--- src/rtl/recovery_pkg.sv ---
// Shared types and default sizing for the recovery arbiter.
package recovery_pkg;

  localparam int unsigned DefNumCores  = 4;
  localparam int unsigned DefAddrWidth = 5;
  localparam int unsigned DefNumReg    = 2 ** DefAddrWidth;
  localparam int unsigned DefTimeout   = 64;

  typedef enum logic [2:0] {
    StIdle,
    StGrant,
    StHalt,
    StHaltWait,
    StCopyPc,
    StCopyGpr,
    StResume,
    StAbort
  } state_e;

endpackage

--- src/rtl/rr_arbiter.sv ---
// Combinational round-robin pick: searches from last_i+1 with wrap-around.
module rr_arbiter #(
  parameter int unsigned NUM_CORES = 4
) (
  input  logic [NUM_CORES-1:0]         req_i,
  input  logic [$clog2(NUM_CORES)-1:0] last_i,
  output logic [$clog2(NUM_CORES)-1:0] gnt_o,
  output logic                         valid_o
);

  localparam int unsigned SelW = $clog2(NUM_CORES);

  int unsigned     w_idx;
  logic [SelW-1:0] w_cand;

  always_comb begin
    gnt_o   = '0;
    valid_o = 1'b0;
    w_idx   = 0;
    w_cand  = '0;
    for (int unsigned i = 1; i <= NUM_CORES; i++) begin
      w_idx  = (32'(last_i) + i) % NUM_CORES;
      w_cand = SelW'(w_idx);
      if (!valid_o && req_i[w_cand]) begin
        valid_o = 1'b1;
        gnt_o   = w_cand;
      end
    end
  end

endmodule

--- src/rtl/recovery_arbiter.sv ---
// Serialises per-core error recovery over one shared shadow-copy/replay datapath.
// Optional HALT_WAIT timeout and sticky fail flags: define RECOVERY_TIMEOUT_EN.
module recovery_arbiter
  import recovery_pkg::*;
#(
  parameter int unsigned NUM_CORES      = DefNumCores,
  parameter int unsigned ADDR_WIDTH     = DefAddrWidth,
  parameter int unsigned TIMEOUT_CYCLES = DefTimeout
) (
  input  logic                         clk_i,
  input  logic                         rst_i,
  input  logic [NUM_CORES-1:0]         error_i,
  input  logic [NUM_CORES-1:0]         halted_i,
  output logic [NUM_CORES-1:0]         core_reset_o,
  output logic [NUM_CORES-1:0]         halt_o,
  output logic [NUM_CORES-1:0]         resume_o,
  output logic [$clog2(NUM_CORES)-1:0] sel_o,
  output logic                         we_spc_o,
  output logic                         we_sgpr_o,
  output logic [ADDR_WIDTH-1:0]        replay_addr_o,
  output logic                         busy_o,
  output logic [NUM_CORES-1:0]         fail_o
);

  localparam int unsigned SelW = $clog2(NUM_CORES);
  localparam int unsigned TmoW = (TIMEOUT_CYCLES > 1) ? $clog2(TIMEOUT_CYCLES) : 1;
  localparam logic [TmoW-1:0]       TmoLast  = TmoW'(TIMEOUT_CYCLES - 1);
  localparam logic [ADDR_WIDTH-1:0] AddrLast = '1;
`ifdef RECOVERY_TIMEOUT_EN
  localparam bit TmoEn = 1'b1;
`else
  localparam bit TmoEn = 1'b0;
`endif

  state_e                r_state, w_state_nxt;
  logic [NUM_CORES-1:0]  r_pending, w_pending_nxt, w_err;
  logic [SelW-1:0]       r_sel, r_last, w_win;
  logic                  w_win_valid;
  logic [NUM_CORES-1:0]  w_sel_oh, w_win_oh;
  logic [ADDR_WIDTH-1:0] r_addr;
  logic [TmoW-1:0]       r_tmo;

  rr_arbiter #(
    .NUM_CORES(NUM_CORES)
  ) u_rr (
    .req_i  (r_pending),
    .last_i (r_last),
    .gnt_o  (w_win),
    .valid_o(w_win_valid)
  );

  assign w_sel_oh = NUM_CORES'(1) << r_sel;
  assign w_win_oh = NUM_CORES'(1) << w_win;

  always_comb begin
    w_state_nxt = r_state;
    unique case (r_state)
      StIdle:     if (w_win_valid) w_state_nxt = StGrant;
      StGrant:    w_state_nxt = StHalt;
      StHalt:     w_state_nxt = StHaltWait;
      StHaltWait: begin
        if (|(halted_i & w_sel_oh))           w_state_nxt = StCopyPc;
        else if (TmoEn && (r_tmo == TmoLast)) w_state_nxt = StAbort;
      end
      StCopyPc:   w_state_nxt = StCopyGpr;
      StCopyGpr:  if (r_addr == AddrLast) w_state_nxt = StResume;
      StResume:   w_state_nxt = StIdle;
      StAbort:    w_state_nxt = StIdle;
      default:    w_state_nxt = StIdle;
    endcase
  end

  // The core under service cannot re-queue itself until it is back in IDLE.
  always_comb begin
    w_err         = (r_state == StIdle) ? error_i : (error_i & ~w_sel_oh);
    w_pending_nxt = r_pending | w_err;
    if (r_state == StIdle && w_win_valid) w_pending_nxt = w_pending_nxt & ~w_win_oh;
  end

  always_ff @(posedge clk_i) begin
    if (rst_i) begin
      r_state   <= StIdle;
      r_pending <= '0;
      r_sel     <= '0;
      r_last    <= SelW'(NUM_CORES - 1);
      r_addr    <= '0;
      r_tmo     <= '0;
    end else begin
      r_state   <= w_state_nxt;
      r_pending <= w_pending_nxt;
      if (r_state == StIdle && w_win_valid) begin
        r_sel  <= w_win;
        r_last <= w_win;
      end
      // Wraps to zero exactly as the service leaves COPY_GPR.
      if (r_state == StCopyGpr) r_addr <= r_addr + 1'b1;
      if (r_state == StHalt) r_tmo <= '0;
      else if (r_state == StHaltWait) r_tmo <= r_tmo + 1'b1;
    end
  end

`ifdef RECOVERY_TIMEOUT_EN
  logic [NUM_CORES-1:0] r_fail;

  always_ff @(posedge clk_i) begin
    if (rst_i) begin
      r_fail <= '0;
    end else if (r_state == StHaltWait && w_state_nxt == StAbort) begin
      r_fail <= r_fail | w_sel_oh;
    end
  end

  assign fail_o = r_fail;
`else
  assign fail_o = '0;
`endif

  always_comb begin
    core_reset_o  = (r_state == StGrant)  ? w_sel_oh : '0;
    halt_o        = (r_state == StHalt)   ? w_sel_oh : '0;
    resume_o      = (r_state == StResume) ? w_sel_oh : '0;
    we_spc_o      = (r_state == StCopyPc);
    we_sgpr_o     = (r_state == StCopyGpr);
    replay_addr_o = r_addr;
    busy_o        = (r_state != StIdle);
    sel_o         = r_sel;
  end

endmodule

--- config.mk ---
export PLATFORM = sky130hd
export DESIGN_NAME = recovery_arbiter
export DESIGN_NICKNAME = d
export VERILOG_FILES = /design/src/rtl/recovery_pkg.sv /design/src/rtl/rr_arbiter.sv /design/src/rtl/recovery_arbiter.sv
export SDC_FILE = /design/constraint.sdc
export NUM_CORES = 1
export LEC_CHECK = 0
export BUFFER_PORTS_ARGS = -buffer_cell sky130_fd_sc_hd__buf_2
export CORE_ASPECT_RATIO = 1.5
export CORE_MARGIN = 2
export CORE_UTILIZATION = 38
export DETAILED_ROUTE_END_ITERATION = 8
export PLACE_DENSITY = 0.66
export SLEW_MARGIN = 20
export SYNTH_ARGS = -nofsm -noshare
export SYNTH_HDL_FRONTEND = slang
export SYNTH_SLANG_ARGS = --single-unit
--- constraint.sdc ---
create_clock -name clk_i -period 1.22 [get_ports clk_i]
set_input_delay 0.122 -clock clk_i [delete_from_list [all_inputs] [get_ports clk_i]]
set_output_delay 0.122 -clock clk_i [all_outputs]
set_load 0.005 [all_outputs]
==> results by group, run 1 <==
Critical path
  – Critical path class: reg2out
  – Worst r2r dst: r_pending[1]
  – Cell mode on critical path: buf_6
  – Max stage delay on crit path: 0.39 ns
  – Crit-path cells: nor3_4, inv_2, buf_6, buf_6
  – Req. time, crit path: 1.10 ns
  – Critical-path maximum fanout: 5
  – Crit path from: r_state[0]
  – Worst EP arrival: 1.26 ns
  – Crit end category: output pin
  – Startpoint types: register
  – R2R Setup Slk: -0.15 ns
  – R2r startpoint: r_pending[1]
  – Slowest cell on crit path: dfxtp_4
  – CP Capture Point: busy_o
  – R2R cell count: 4

Global routing
  – First-pass GRT wire length: 4850 um
  – Total track usage: 21.53%
  – Number of global-route vias before repair: 1065
  – GR met2 Demand/Resource: 40.49%
  – Most Used Layer, Global Route: met2
  – Largest net degree at the start of global routing: 18
  – GR Layer Usage met3: between 1.5 and 2%
  – Grt total ovfl: 0
  – Initial antenna violation count: 0
  – M1 GR Usage: 23.75%

Clocking
  – CTS Buf Count: 3
  – CTS tree: done
  – CTS root buf: clkbuf_4
  – Worst-Skew Late Latency: 0.30 ns
  – CTS Buffer Depth: 2
  – # H-tree levels: 1
  – Clk slew on worst S/H paths: between 0.1 and 0.15 ns
  – # clock sinks: 16

Die
  – DIE WIDTH: between 40 and 50 um
  – Core Area: 2450 um^2
  – I/O pins: 36
  – Core Rows: 22
  – Die Y: between 60 and 70 um
  – Die Area: approximately 3000 um^2
  – Initial Util: between 40% and 50%

Final layout
  – Syn-to-layout area delta: 85.86%
  – Antenna fix cells: 0
  – Share of layout cells above drive strength 1: 77.96%
  – Finished Layout Cells: 210
  – Post-layout instance area: ~1800 um^2
  – Fin util: 74.51%
  – Nets@finish: 199

Timing
  – Final Hold Vio Count: 0
  – Period utilization: 113.6%
  – Unrepaired setup endpoints after global routing: yes
  – Post-layout min period: about 1.4 ns
  – Final setup viols: 29
  – Max Fclk: 0.7219 GHz
  – Setup WS post-layout: -0.1653 ns
  – Final hold slack: 0.1099 ns
  – Fin Setup TNS: -2.984 ns
  – Clk_skew: 0.01506 ns
  – Slew Limit Fails: 0

Power and ir drop
  – Power, Total: 3.513 mW
  – Sw frac: 41.33%
  – Combinational power share: 63.8%
  – NetSw: 1.452 mW
  – Static Leakage: 0.8045 nW
  – VDD IR max: 1.205 mV
  – Clk network pwr share: 10.3%
  – Total internal power: 2.061 mW
  – Register share of total power: 25.9%
  – PD cells: 1924 nW/um^2

Detailed routing
  – Total iterations of the first detailed-routing run: 4
  – Routed vias: 1125
  – DR iter-0 viols: 7
  – Final ANT Viol Nets: 0
  – Routed length per instance: 16.14 um
  – DR DRC count: 0
  – Vias per inst: 5.357
  – DRT Wirelength: 3390 um

Placed design
  – Pre-CTS setup slack: -0.1371 ns
  – IO buf count: 31
  – Post-Place Cell Area: 1315 um^2
  – HPWL Detailed: 1952 um
  – Placed Instances: 192
  – GPL Wtd Cong: about 0.85

Logic synthesis
  – Top FF cell, synth: dfxtp_1
  – Distinct cells, synth: 43
  – Asr flop ratio synth: 0%
  – Register bit total from synthesis: 16
  – Seq/Total Area, Yosys: 32.61%
  – Mapped cell area: 982.2 um^2
  – Synthesis Warnings: 0
  – EDFF count, synth: 0
  – Area share of the largest cell type after synthesis: between 30% and 40%
  – Avg Inst Size Synth: 8.185 um^2
  – Leading area contributor after synthesis: dfxtp_1
  – Cells after synthesis: 120
  – Leading post-synthesis cells by cell area: dfxtp_1, nor2_1, a21oi_1, nand2_1, nand2b_1

Min path
  – Min-delay src: error_i[2]
  – Hold/Removal Path Class: in2reg

Job
  – Max-Cap Viols: 0

Run status
  – Status: complete, but fails checks
  – Failing checks: negative setup slack
## sequential cells by signal, summed over array words and instances, names as in the netlist
signal         flops
r_last             2
r_pending          4
r_state            3
replay_addr_o      5
sel_o              2
## cell usage in the layout (no fill, tap or decap), types with 2 or more instances in the layout
master	instances
nand2b_1	2
dfxtp_1	4
buf_6	15
buf_2	29
xor2_1	2
o22ai_2	2
nor3_4	2
dfxtp_2	4
nor3_2	5
ha_4	2
clkbuf_4	3
a21oi_1	4
inv_2	2
nand2_4	2
a211oi_2	3
o21ai_0	2
inv_1	2
a221oi_2	2
nand3_4	2
nand2_1	5
and3_4	2
buf_4	24
nor2_2	6
nor2_1	9
nand2b_4	5
conb_1	4
dfxtp_4	8
nor2_4	4
nand2_2	4
a21oi_2	5
## power groups by stage
| stage | Clock, mW | Sequential [mW] | Combinational (mW) |
|---|---|---|---|
| after floorplan | 0 | 0.783 | 0.805 |
| after global placement | 0 | 0.823 | 1.23 |
| after detailed placement | 0 | 0.830 | 1.26 |
| after CTS | 0.354 | 0.884 | 1.79 |
| after global routing | 0.388 | 0.930 | 2.37 |
| final | 0.362 | 0.911 | 2.24 |
## repair_timing
action,in CTS,in global routing
setup endpoints to repair,28,29
hold buffers,0,0
buffers inserted,9,6
pin swaps,23,18
gates resized for setup,60,33
## cell usage after synthesis (all sizes together) (3+ instances only)
library cell,n
nand2b,7
o21ai,4
nor2,19
buf,7
nand2,11
a211oi,3
nand3,3
inv,6
nor3,7
a21oi,9
dfxtp,16
## how the worst min path moves through the flow
stage,endpoint,cells past startpoint
after floorplan,r_pending[2],2
after global placement,r_pending[2],3
after detailed placement,r_pending[2],3
after CTS,r_pending[2],3
after global routing,r_pending[2],3
final,r_pending[2],3
## cells by family after synthesis
family,share of synthesized area (%)
and+or+nand+nor,31.59
buffers and inverters,9.171
muxes,3.312
adders and majority gates,2.547
xor gates and xnor gates,2.676
other,0.3818
DFF,32.61
AOI/OAI and AO/OA,17.71
## layout make-up
| type | instances | area (um^2) |
|---|---|---|
| Multi-Input combinational cell | 92 | 879.6 |
| Fill cell | 179 | 624.3 |
| Timing Repair Buffer | 68 | 494.2 |
| Sequential cell | 16 | 355.3 |
| Clock buffer | 4 | 36.28 |
| Inverter | 6 | 30.03 |
| Tap cell | 24 | 30.03 |
## per-layer routing
layer	vias up	wire length [um]	part of all wire, %
met2	30	2078	61
met1	547	1129	33
met4	0	87	2.6
li1	537	-	-
met5	-	0	0
met3	11	94	2.8
## critical path, delay by kind of cell, from the launching register on
family	cells	cell delay [ns]
flip-flops	1	0.39
buffers and inverters	3	0.32
AND/OR/NAND/NOR	1	0.24
Note: power is estimated with default switching activity, not from simulation.
==> run 2: changes to the inputs <==
--- a/config.mk
+++ b/config.mk
@@ -15,3 +15,4 @@
 export SYNTH_ARGS = -nofsm -noshare
 export SYNTH_HDL_FRONTEND = slang
 export SYNTH_SLANG_ARGS = --single-unit
+export TNS_END_PERCENT = 50
==> results by group, run 2 (synthesized netlist as in run 1, its figures left out) <==
Detailed routing
  – Routed length per instance: 15.82 um
  – Routed vias: about 1100
  – Final ANT Viol Nets: 0
  – DRT Wirelength: 3258 um
  – Vias per inst: 5.398
  – Total iterations of the first detailed-routing run: 4
  – DR DRC count: 0
  – DR iter-0 viols: 26

Global routing
  – Total track usage: between 20% and 30%
  – Largest net degree at the start of global routing: 18
  – Grt total ovfl: 0
  – First-pass GRT wire length: 4595 um
  – Number of global-route vias before repair: 1061
  – Initial antenna violation count: 0

Placed design
  – HPWL Detailed: 2016 um
  – GPL Wtd Cong: 0.8357
  – IO buf count: 31
  – Post-Place Cell Area: 1310 um^2

Clocking
  – Worst-Skew Late Latency: about 0.30 ns
  – CTS Buffer Depth: 2
  – CTS root buf: clkbuf_4
  – Clk slew on worst S/H paths: about 0.1 ns
  – # clock sinks: 16
  – CTS tree: done
  – Hold Buf Count CTS: 0
  – CTS Buf Count: 3
  – # H-tree levels: 1

Critical path
  – Crit end category: output pin
  – Max stage delay on crit path: between 0.3 and 0.4 ns
  – Crit-path cells: buf_6, nor2_4, nand2_4, nor3_2, buf_2
  – Slowest cell on crit path: dfxtp_4
  – Critical-path maximum fanout: 4
  – Critical path class: reg2out
  – Startpoint types: register
  – Worst Path Buf+Inv: 2
  – R2R Setup Slk: -0.12 ns
  – Req. time, crit path: 1.10 ns
  – Worst EP arrival: around 1.3 ns
  – CP top delay family: flip-flops

Min path
  – Hold/Removal Path Class: in2reg

Timing
  – Unrepaired setup endpoints after global routing: yes
  – Final hold slack: just over 0.07 ns
  – Max Fclk: 0.7166 GHz
  – Fin Setup TNS: -2.895 ns
  – Slew Limit Fails: 0
  – Clk_skew: ~0.0016 ns
  – Setup WS post-layout: -0.1754 ns
  – Post-layout min period: 1.395 ns
  – Final setup viols: 31
  – Final Hold Vio Count: 0
  – Period utilization: 114.4%

Final layout
  – Nets@finish: around 200
  – Share of layout cells above drive strength 1: 69.78%
  – Antenna fix cells: 0
  – Commonest non-fill, non-tap cells in the layout: buf_2, buf_4, nor2_1
  – Max FFs per register: 5
  – Commonest non-fill, non-tap cell in the layout: buf_2
  – Syn-to-layout area delta: 73.12%
  – Post-layout instance area: 1700 um^2
  – FILL cells: approximately 190

Die
  – DIE WIDTH: between 40 and 50 um
  – Die Area: about 3000 um^2
  – Die Y: between 60 and 70 um
  – Core Area: 2450 um^2
  – Core Rows: 22
  – I/O pins: 36
  – Initial Util: 40.09%

Run status
  – Status: complete, but fails checks
  – Failing checks: negative setup slack

Power and ir drop
  – Static Leakage: 0.7583 nW
  – Power, Total: ~3.2 mW
  – VDD IR max: 0.8603 mV
  – PD cells: 1870 nW/um^2

Job
  – Max-Cap Viols: 0
## run 2: changes by cell type in the layout (fill, tap and decap cells not counted), moves of 2 or more
cell      before  now
a21oi_2        5    3
buf_6         15   11
nand2_1        5    9
nand2_2        4    1
nand2b_1       2    4
nand2b_4       5    3
nor2_1         9   12
nor2_4         4    2
o22ai_1        0    2
o22ai_2        2    0
## run 2: metrics by stage
| stage | setup slack (ns) | instances | utilization (%) |
|---|---|---|---|
| 2_1_floorplan | -0.09294 | 123 | - |
| 3_3_place_gp | -0.06114 | 192 | 53.47 |
| 3_5_place_dp | -0.1184 | 192 | 53.47 |
| 4_1_cts | -0.1422 | 202 | 63.38 |
| 5_1_grt | -0.2206 | 206 | 69.41 |
| 6_report | -0.1754 | 206 | 69.41 |
## run 2: worst paths after layout
kind                                   start         endpoint  cells past startpoint
worst min-delay path              error_i[2]     r_pending[2]                      3
worst max register to register    r_state[2]       r_state[0]                      7
worst min register to register  r_pending[2]     r_pending[2]                      2
worst max-delay path              r_state[2]  core_reset_o[0]                      5
## run 2: area by class of cell
| class | instances | area (um^2) | area share [%] |
|---|---|---|---|
| tap | 24 | 30.03 | 1.766 |
| timing repair buffer | 64 | 461.7 | 27.15 |
| clock buffer | 4 | 36.28 | 2.134 |
| sequential | 16 | 355.3 | 20.90 |
| inverter | 6 | 25.02 | 1.472 |
| multi-input combinational | 92 | 792.0 | 46.58 |
## run 2: repair_timing
action | 4_1_cts | 5_1_grt
gates cloned | 0 | 0
pin swaps | 14 | 12
gates resized for setup | 42 | 29
setup endpoints to repair | 29 | 29
setup buffers | 6 | 4
## run 2: worst reg2reg max path: stages (launching register included)
cell and delay, ns:
dfxtp_4 0.41, buf_6 0.13, nor2_4 0.05, buf_4 0.12, buf_4 0.12, o21ai_0 0.14, o21ai_2 0.13, nor3_2 0.17
## run 2: layer usage
metal	GRT usage (%)	vias to the layer above	part of all wire, %
li1	-	530	-
met1	20.33	545	33
met2	39.44	25	60
met3	2.186	12	2.4
met4	12.13	0	4.7
met5	0	-	0
## run 2: report_power, final
| part | leakage (nW) | total [mW] | internal, mW | switching, mW |
|---|---|---|---|---|
| Clock | 0.0210 | 0.368 | 0.182 | 0.186 |
| Combinational | 0.600 | 1.91 | 1.02 | 0.889 |
| Sequential | 0.137 | 0.901 | 0.691 | 0.210 |
| Total | 0.758 | 3.18 | 1.90 | 1.28 |
